--- src/rtl/sfu_acc_ctrl.sv ---
// Sequencer for the SFU accumulate pass: walks psum SRAM reads per output pixel,
// steers the SFU accumulate/bypass controls and issues the output SRAM writes.
//
// state   | meaning
// --------+-----------------------------------------------------------
// S_IDLE  | waiting for start; config latched on the start cycle
// S_READ  | one psum read per cycle (WS: K reads per pixel, OS: 1)
// S_GAP   | WS only: one idle read slot so acc drops between pixels
// S_FLUSH | reads finished, waiting for the last output write to issue
// S_DONE  | one-cycle completion pulse, back to S_IDLE
module sfu_acc_ctrl #(
   parameter int addr_w = 11,
   parameter int kij_w  = 4,
   parameter int pix_w  = 7
) (
   input  logic              clk,
   input  logic              reset,
   input  logic              start,
   input  logic              mode_ws,
   input  logic              bypass_cfg,
   input  logic [kij_w-1:0]  num_kij,
   input  logic [pix_w-1:0]  num_pix,
   output logic              psum_rd_en,
   output logic [addr_w-1:0] psum_rd_addr,
   output logic              sfu_acc_o,
   output logic              sfu_bypass_o,
   output logic              out_wr_en,
   output logic [addr_w-1:0] out_wr_addr,
   output logic              busy,
   output logic              done
);

   typedef enum logic [2:0] {S_IDLE, S_READ, S_GAP, S_FLUSH, S_DONE} state_t;

   state_t             state, state_nxt;
   logic               ws_q, ws_nxt;
   logic               byp_q, byp_nxt;
   logic [kij_w-1:0]   kk_q, kk_nxt;
   logic [pix_w-1:0]   last_q, last_nxt;
   logic [addr_w-1:0]  step_q, step_nxt;
   logic [kij_w-1:0]   kij_left, kij_nxt;
   logic [pix_w-1:0]   pix_cnt, pix_nxt;
   logic [addr_w-1:0]  addr_nxt;
   logic               flush_cnt, flush_nxt;
   logic               d1;
   logic [addr_w-1:0]  d1_pix;
   logic               trig;
   logic               wr_en_nxt;
   logic [addr_w-1:0]  wr_addr_nxt;

   // psum_rd_addr doubles as the running address; it is forced to zero
   // outside READ, and every entry into READ reloads it from the pixel index.
   always_comb begin
      state_nxt = state;
      ws_nxt    = ws_q;
      byp_nxt   = byp_q;
      kk_nxt    = kk_q;
      last_nxt  = last_q;
      step_nxt  = step_q;
      kij_nxt   = kij_left;
      pix_nxt   = pix_cnt;
      addr_nxt  = '0;
      flush_nxt = flush_cnt;
      case (state)
         S_IDLE: begin
            if (start) begin
               ws_nxt   = mode_ws;
               byp_nxt  = bypass_cfg;
               kk_nxt   = (mode_ws && num_kij != '0) ? num_kij - kij_w'(1) : '0;
               last_nxt = num_pix - pix_w'(1);
               step_nxt = addr_w'(num_pix);
               pix_nxt  = '0;
               kij_nxt  = kk_nxt;
               state_nxt = (num_pix == '0) ? S_DONE : S_READ;
            end
         end
         S_READ: begin
            if (kij_left != '0) begin
               kij_nxt  = kij_left - kij_w'(1);
               addr_nxt = psum_rd_addr + step_q;
            end else if (ws_q) begin
               state_nxt = S_GAP;
            end else if (pix_cnt == last_q) begin
               state_nxt = S_FLUSH;
               flush_nxt = 1'b0;
            end else begin
               pix_nxt  = pix_cnt + pix_w'(1);
               addr_nxt = addr_w'(pix_nxt);
            end
         end
         S_GAP: begin
            if (pix_cnt == last_q) begin
               state_nxt = S_FLUSH;
               flush_nxt = 1'b1;
            end else begin
               pix_nxt   = pix_cnt + pix_w'(1);
               addr_nxt  = addr_w'(pix_nxt);
               kij_nxt   = kk_q;
               state_nxt = S_READ;
            end
         end
         S_FLUSH: begin
            if (!flush_cnt) state_nxt = S_DONE;
            else            flush_nxt = 1'b0;
         end
         S_DONE:  state_nxt = S_IDLE;
         default: state_nxt = S_IDLE;
      endcase
   end

   // WS writes land two cycles after the GAP (SFU accumulate latency); OS writes
   // follow the read by one cycle.
   always_comb begin
      trig        = (state == S_GAP) || (state == S_READ && !ws_q);
      wr_en_nxt   = ws_q ? d1 : trig;
      wr_addr_nxt = '0;
      if (wr_en_nxt) wr_addr_nxt = ws_q ? d1_pix : addr_w'(pix_cnt);
   end

   always_ff @(posedge clk or negedge reset) begin
      if (!reset) begin
         state        <= S_IDLE;
         ws_q         <= 1'b0;
         byp_q        <= 1'b0;
         kk_q         <= '0;
         last_q       <= '0;
         step_q       <= '0;
         kij_left     <= '0;
         pix_cnt      <= '0;
         flush_cnt    <= 1'b0;
         d1           <= 1'b0;
         d1_pix       <= '0;
         psum_rd_en   <= 1'b0;
         psum_rd_addr <= '0;
         sfu_acc_o    <= 1'b0;
         sfu_bypass_o <= 1'b0;
         out_wr_en    <= 1'b0;
         out_wr_addr  <= '0;
         busy         <= 1'b0;
         done         <= 1'b0;
      end else begin
         state        <= state_nxt;
         ws_q         <= ws_nxt;
         byp_q        <= byp_nxt;
         kk_q         <= kk_nxt;
         last_q       <= last_nxt;
         step_q       <= step_nxt;
         kij_left     <= kij_nxt;
         pix_cnt      <= pix_nxt;
         flush_cnt    <= flush_nxt;
         d1           <= (state == S_GAP);
         d1_pix       <= addr_w'(pix_cnt);
         psum_rd_en   <= (state_nxt == S_READ);
         psum_rd_addr <= addr_nxt;
         sfu_acc_o    <= psum_rd_en & ws_q;
         sfu_bypass_o <= (state_nxt != S_IDLE) & byp_nxt;
         out_wr_en    <= wr_en_nxt;
         out_wr_addr  <= wr_addr_nxt;
         busy         <= (state_nxt != S_IDLE);
         done         <= (state_nxt == S_DONE);
      end
   end

endmodule

--- config.mk ---
export PLATFORM = sky130hd
export DESIGN_NAME = sfu_acc_ctrl
export DESIGN_NICKNAME = d
export VERILOG_FILES = /design/src/rtl/sfu_acc_ctrl.sv
export SDC_FILE = /design/constraint.sdc
export NUM_CORES = 1
export LEC_CHECK = 0
export ABC_AREA = 1
export CAP_MARGIN = 15
export CORE_ASPECT_RATIO = 2
export CORE_UTILIZATION = 55
export CTS_CLUSTER_SIZE = 10
export DETAILED_ROUTE_END_ITERATION = 8
export PLACE_DENSITY = 0.79
export SLEW_MARGIN = 10
export SYNTH_ARGS = -nofsm -noshare
export SYNTH_HDL_FRONTEND = slang
export SYNTH_SLANG_ARGS = --single-unit
--- constraint.sdc ---
create_clock -name clk -period 2.1 [get_ports clk]
set_input_delay 0.42 -clock clk [delete_from_list [all_inputs] [get_ports clk]]
set_output_delay 0.42 -clock clk [all_outputs]
set_load 0.1 [all_outputs]
==> metrics.csv, run 1 <==
stage,metric,value,unit
synth,Seq cells post-synth,67,
clocking,Clock Tree Buf Depth,2,
synth,Post-Syn Area per Cell,8.19,sq um
global_route,first-pass GRT wire length,14.3,mm
floorplan,Ports,44,
pwr,pwr dens,1730,nW/um^2
clocking,H-Tree Level Count,3,
placement,placed cell area,3970,sq um
setup_path,CP Class,register to register,
floorplan,Die Span X,58.3,um
setup_path,Critical Path AT,2.18,ns
setup_path,Crit. End Element,register,
pwr,Pleak,2.30,nW
global_route,M1 GR Usage,29.5,%
setup_path,FF-to-FF End,psum_rd_addr[10],
floorplan,Initial Util,57.6,%
placement,gpl congestion,0.883,
clocking,CTS tree,built,
floorplan,core outline area,6060,sq um
sta,crit path time final,1.97,ns
floorplan,row count,40,
global_route,most crowded layer after global routing,met2,
sta,Slew Limit Fails,0,
setup_path,Reg-to-Reg Start,step_q[0],
sta,Setup Viol. Count Final,0,
synth,post-synthesis cell area,3490,sq um
clocking,clock buffer count from CTS,9,
synth,synth unique cells,38,
clocking,Post-CTS Hold Buffers,0,
sta,RSZ-0062 raised after global routing,false,
global_route,vias in the first global route,3112,
routing,drt drc,0,
placement,DPL Wire Length,6.30,mm
clocking,clock-pin slew on the worst setup and hold paths,0.05,ns
global_route,"Remaining Overflow, GRT",0,
floorplan,Die Area,6690,sq um
layout,share of cells above drive strength 1,16.3,%
sta,Worst Clk Skew,0.00301,ns
routing,initial drt markers,194,
global_route,met2 Use GR,51.3,%
setup_path,CP max FO,4,
sta,max_slew headroom,62.9,%
synth,ys async rst share,100,%
layout,fillers,482,
synth,Synth Flop Type,dfrtp_1,
hold_path,Worst Hold Class,input port to asynchronous set/reset pin,
sta,Min Hold Slack,0.0757,ns
routing,detailed-route via count,3031,
synth,Post-synth EDFFs,0,
pwr,VDD IR max,0.890,mV
global_route,initial antenna violation count,0,
status,status,"finished, final reports clean",
global_route,largest net degree at the start of global routing,26,
routing,antenna-violating nets left,0,
setup_path,r2r worst-path depth,11,
clocking,clk sinks,67,
synth,Synth warnings,0,
clocking,clock root buffer,clkbuf_16,
setup_path,CP Data Required Time,2.31,ns
global_route,overall global routing resource usage,29.3,%
layout,Final #Nets,510,
layout,antenna cells,0,
sta,final worst setup slack,0.134,ns
global_route,grt met3 use,5.08,%
setup_path,CP startpoint kind,register,
setup_path,Critical Path Start,step_q[0],
routing,via/cell ratio,5.34,
placement,pre-CTS setup slack,0.0279,ns
setup_path,flop2flop setup slack,0.13,ns
sta,Final Hold Viols,0,
run,Max-Cap Viols,0,
clocking,Clock Latency Late Sink,0.33,ns
floorplan,die height,115,um
sta,Tightest Pin Transition,0.557,ns
pwr,Power Total,7.45,mW
layout,Area growth syn-to-layout,23.5,%
sta,Fmax,509,MHz
routing,1st-pass router iterations,4,
routing,total routed wirelength,8.59,mm
sta,crit share post-route,93.6,%
layout,Finished Cell Area,4310,sq um
placement,Buffers on Ports,39,
routing,drt wl/cell,15.1,um
sta,Final TNS setup,0,ns
synth,Syn Inst Count,426,
synth,sequential share of the synthesized area,48.0,%
[synth_stat cells (2+ instances only)]
cell / number / share of area [%]
nand2_1: 113 / 12
dfrtp_1: 67 / 48
inv_1: 57 / 6.1
nor2_1: 37 / 4.0
nand3_1: 20 / 2.9
o21ai_0: 19 / 2.7
o21ai_1: 17 / 2.4
a21oi_1: 16 / 2.3
ha_1: 14 / 5.0
xor2_1: 9 / 2.3
buf_4: 5 / 1.1
inv_2: 5 / 0.54
nand4_1: 5 / 0.90
or2_2: 5 / 0.90
nor2_4: 4 / 1.3
buf_2: 3 / 0.43
nand2_2: 3 / 0.54
a31oi_1: 2 / 0.36
nand3_4: 2 / 1.0
nor2_2: 2 / 0.36
o21a_1: 2 / 0.43
o22ai_1: 2 / 0.36
xnor2_1: 2 / 0.50
[cells in the final DEF, fill, tap and decap left out, types with 3 or more instances in the layout]
master           synthesis  final
inv_1                   57     57
buf_4                    5     33
clkdlybuf4s50_1          0     14
nand3_1                 20     20
dfrtp_2                  0      4
bufinv_16                0      3
o21ai_1                 17     16
nand4_1                  5      5
conb_1                   1      4
xor2_1                   9      9
nand2_1                113    113
or2_2                    5      5
o21ai_0                 19     19
nand2_2                  3      3
inv_2                    5      5
a21oi_1                 16     16
nor2_1                  37     37
ha_1                    14     14
dfrtp_1                 67     63
clkbuf_16                0      9
nor2_4                   4      4
[registers in the layout, indices dropped and copies added (netlist names)]
name and cells:
step_q 7, sfu_bypass_o 1, ws_q 1, d1_pix 7, pix_cnt 7, sfu_acc_o 1, out_wr_addr 7, psum_rd_en 1
last_q 7, kk_q 4, busy 1, byp_q 1, flush_cnt 1, out_wr_en 1, kij_left 4, psum_rd_addr 11
state 3, done 1, d1 1
[through the flow]
step                instances  util (%)
floorplan                 429         -
global placement          552      65.5
detailed placement        552      65.5
CTS                       568      71.1
global route              568      71.2
finish                    568      71.2
[cells by family (layout without fill, tap and decap cells)]
logic type               after synthesis  after routing  synth area share, %
AND/OR/NAND/NOR                      197            197                 25.4
buffers and inverters                 72            127                 8.39
flip-flops                            67             67                 48.0
AO/OA/AOI/OAI                         63             63                 9.71
adder cells (fa/ha/maj)               15             15                 5.59
XOR/XNOR                              11             11                 2.76
other                                  1              4                0.107
[metal layers]
metal,routed length (um),up-vias
met1,2950,1450
met2,4750,96
met4,611,0
met3,273,40
met5,0,-
li1,-,1445
[worst max-delay path: stages, from the launching register on]
cell	delay, ns
dfrtp_1	0.36
ha_1	0.22
inv_1	0.07
fa_1	0.39
inv_1	0.07
nand3_1	0.07
nand2_1	0.15
nand2_1	0.07
o211ai_1	0.16
nand3_1	0.13
nand2_1	0.09
nor2_1	0.05
[power by group]
part | internal [mW] | switching, mW | total, mW
combinational | 1.05 | 2.66 | 3.70
sequential | 1.73 | 0.294 | 2.02
clock | 1.19 | 0.537 | 1.72
total | 3.96 | 3.49 | 7.45
[final cells by class]
| cell class | count | area (sq um) | share of cell area [%] |
|---|---|---|---|
| Clock buffer | 11 | 243 | 5.63 |
| Clock inverter | 5 | 100 | 2.32 |
| Inverter | 62 | 233 | 5.40 |
| Multi-Input combinational cell | 290 | 1540 | 35.6 |
| Sequential cell | 67 | 1680 | 39.0 |
| Tap cell | 84 | 105 | 2.44 |
| Timing Repair Buffer | 49 | 413 | 9.58 |
[how the worst max path moves through the flow]
stage	endpoint	slack (ns)	cells past startpoint
after global routing	psum_rd_addr[10]	0.03	11
final	psum_rd_addr[10]	0.13	11
after CTS	psum_rd_addr[3]	0.11	8
after floorplan	psum_rd_addr[10]	0.003	11
after global placement	kij_left[1]	0.13	10
after detailed placement	kij_left[1]	0.03	10
[timing repair]
action | 4_1_cts | 5_1_grt
setup buffers | 0 | 0
endpoints found under the setup margin | 0 | 1
resized for setup | 0 | 1
Power figures use the tool's default switching activity.
==> run 2: changes to the inputs <==
--- a/config.mk
+++ b/config.mk
@@ -12,6 +12,7 @@
 export CTS_CLUSTER_SIZE = 10
 export DETAILED_ROUTE_END_ITERATION = 8
 export PLACE_DENSITY = 0.79
+export REMOVE_ABC_BUFFERS = 1
 export SLEW_MARGIN = 10
 export SYNTH_ARGS = -nofsm -noshare
 export SYNTH_HDL_FRONTEND = slang
==> run 2 against run 1 <==
Hold slack improved by 0.024 ns. Non-clock buffer count down 5. Via count fell by 3.8%. Clock skew increased by 0.0018 ns. Cell area decreased by 1.4%. Core utilization shrank 0.99 points. Cell count down 0.88%. Total power decreased by 3.5%. Highest routed layer unchanged. Global-route usage fell by 2.7 points. First-iteration DRC count down 23%.
==> metrics.csv, run 2 (synthesis results as in run 1) <==
stage,metric,value,unit,change
status,status,"finished, final reports clean",,
setup_path,cell mode on critical path,nand3_1,,
sta,Setup Viol. Count Final,0,,unchanged
setup_path,CP max FO,8,,+4
layout,Area growth syn-to-layout,21.8,%,
global_route,"Remaining Overflow, GRT",0,,unchanged
pwr,Pleak,2.26,nW,-1.3%
setup_path,CP Data Required Time,2.36,ns,+0.05 ns
global_route,overall global routing resource usage,26.6,%,-2.7 points
layout,"commonest non-fill, non-tap cells in the layout","nand2_1, dfrtp_1, inv_1",,
floorplan,core outline area,6060,sq um,unchanged
clocking,clock buffer count from CTS,9,,unchanged
routing,detailed-route via count,2917,,-3.8%
floorplan,die height,115,um,unchanged
setup_path,FF-to-FF End,pix_cnt[4],,
routing,initial drt markers,149,,-23%
clocking,post-CTS sizing,0,,unchanged
clocking,total setup buffers inserted after CTS,0,,unchanged
pwr,VDD IR max,0.893,mV,+0.35%
layout,max reg flops,11,,unchanged
clocking,Clock Latency Late Sink,0.33,ns,about the same
sta,RSZ-0062 raised after global routing,false,,
layout,Final #Nets,505,,-0.98%
routing,antenna-violating nets left,0,,unchanged
clocking,clock-pin slew on the worst setup and hold paths,0.05,ns,about the same
hold_path,Worst Hold Class,input port to asynchronous set/reset pin,,
setup_path,Crit. End Element,register,,
routing,drt drc,0,,unchanged
setup_path,r2r worst-path depth,8,,-3
placement,Buffers on Ports,39,,unchanged
setup_path,CP max stage cell,dfrtp_1,,
layout,"commonest non-fill, non-tap cell in the layout",nand2_1,,
sta,Slew Limit Fails,0,,unchanged
global_route,largest net degree at the start of global routing,68,,+160%
clocking,Post-CTS Hold Buffers,0,,unchanged
clocking,clk sinks,67,,unchanged
sta,crit share post-route,93.5,%,-0.14 points
setup_path,CP startpoint kind,register,,
layout,largest register by flop count,psum_rd_addr,,
sta,Fmax,509,MHz,+0.15%
routing,total routed wirelength,7.81,mm,-9.0%
floorplan,Ports,44,,unchanged
floorplan,Die Area,6690,sq um,unchanged
layout,antenna cells,0,,unchanged
layout,share of cells above drive strength 1,14.4,%,-1.9 points
floorplan,Initial Util,57.6,%,unchanged
clocking,CTS tree,built,,
routing,drt wl/cell,13.9,um,-8.2%
routing,1st-pass router iterations,4,,unchanged
setup_path,CP Class,register to register,,
setup_path,Reg-to-Reg Start,kij_left[0],,
placement,gpl congestion,0.885,,+0.19%
sta,Worst Clk Skew,0.00480,ns,+0.00179 ns
sta,Final Hold Viols,0,,unchanged
global_route,first-pass GRT wire length,13.0,mm,-9.2%
setup_path,Critical Path AT,2.22,ns,+0.04 ns
clocking,Clock Tree Buf Depth,2,,unchanged
floorplan,row count,40,,unchanged
floorplan,Die Span X,58.3,um,unchanged
run,Max-Cap Viols,0,,unchanged
sta,Min Hold Slack,0.100,ns,+0.0244 ns
clocking,clock root buffer,clkbuf_16,,
sta,crit path time final,1.96,ns,-0.00287 ns
layout,Finished Cell Area,4250,sq um,-1.4%
clocking,H-Tree Level Count,3,,unchanged
placement,placed cell area,3920,sq um,-1.1%
setup_path,CP peak stage delay,0.37,ns,-0.02 ns
pwr,pwr dens,1690,nW/um^2,-2.1%
global_route,initial antenna violation count,0,,unchanged
routing,via/cell ratio,5.18,,-2.9%
setup_path,worst-path cell chain,inv_1 -> ha_1 -> nand3_1 -> o21ai_1 -> nand3_4 -> nor2_4 -> nand3_1 -> nand2_1,,
global_route,vias in the first global route,2944,,-5.4%
placement,DPL Wire Length,5.82,mm,-7.6%
setup_path,flop2flop setup slack,0.14,ns,about the same
-- run 2: cell types whose count changed in the layout (fill, tap and decap cells not counted) --
cell,delta
clkinvlp_4,+1
bufinv_16,-1
clkbuf_8,+1
buf_4,-5
clkinv_2,-1
dfrtp_1,+4
o21ai_1,+1
o21ai_2,-1
dfrtp_2,-4
-- run 2: worst max path at each step --
stage | to | from | depth (start not counted) | slack, ns
finish | pix_cnt[4] | kij_left[0] | 8 | 0.14
global route | psum_rd_addr[8] | psum_rd_addr[0] | 10 | 0.002
CTS | pix_cnt[4] | kij_left[0] | 8 | 0.16
detailed placement | kij_left[1] | num_kij[0] | 10 | -0.007
global placement | kij_left[1] | num_kij[0] | 10 | 0.09
floorplan | psum_rd_addr[10] | psum_rd_addr[0] | 11 | -0.29
-- run 2: power by group --
| group | internal (mW) | switching (mW) | leakage [nW] | total (mW) |
|---|---|---|---|---|
| Combinational | 1.00 | 2.54 | 1.23 | 3.54 |
| Sequential | 1.72 | 0.289 | 0.874 | 2.01 |
| Clock | 1.10 | 0.534 | 0.159 | 1.64 |
-- run 2: cell type report --
class                   count  area (sq um)
flip-flops and latches     67          1680
clock buffers              12           256
repair buffers             44           375
well taps                  84           105
multi-input cells         290          1530
fillers                   491          1800
inverters                  62           233
clock inverters             4          72.6
-- run 2: layer usage --
| metal | global-route usage (%) | part of all wire [%] | vias to the layer above |
|---|---|---|---|
| li1 | - | - | 1440 |
| met1 | 26.2 | 36 | 1382 |
| met2 | 48.2 | 57 | 69 |
| met3 | 5.31 | 3.0 | 26 |
| met4 | 17.3 | 4.1 | 0 |
| met5 | 0 | 0 | - |
-- run 2: worst max-delay path: cells and delay by family, from the launching register on --
family	cells	cell delay [ns]
AND/OR/NAND/NOR	5	0.93
flip-flops	1	0.37
AO/OA/AOI/OAI	1	0.31
buffers and inverters	1	0.11
adder cells (fa/ha/maj)	1	0.16
-- run 2: through the flow --
stage | utilization [%] | TNS, ns | total power [mW] | cells | setup WS (ns)
3_5_place_dp | 64.8 | -0.00651 | 5.54 | 547 | -0.00651
4_1_cts | 70.2 | 0 | 7.21 | 563 | 0.164
3_3_place_gp | 64.8 | 0 | 5.46 | 547 | 0.0884
5_1_grt | 70.2 | 0 | 7.62 | 563 | 0.00208
2_1_floorplan | - | -0.935 | 4.66 | 419 | -0.288
6_report | 70.2 | 0 | 7.19 | 563 | 0.137
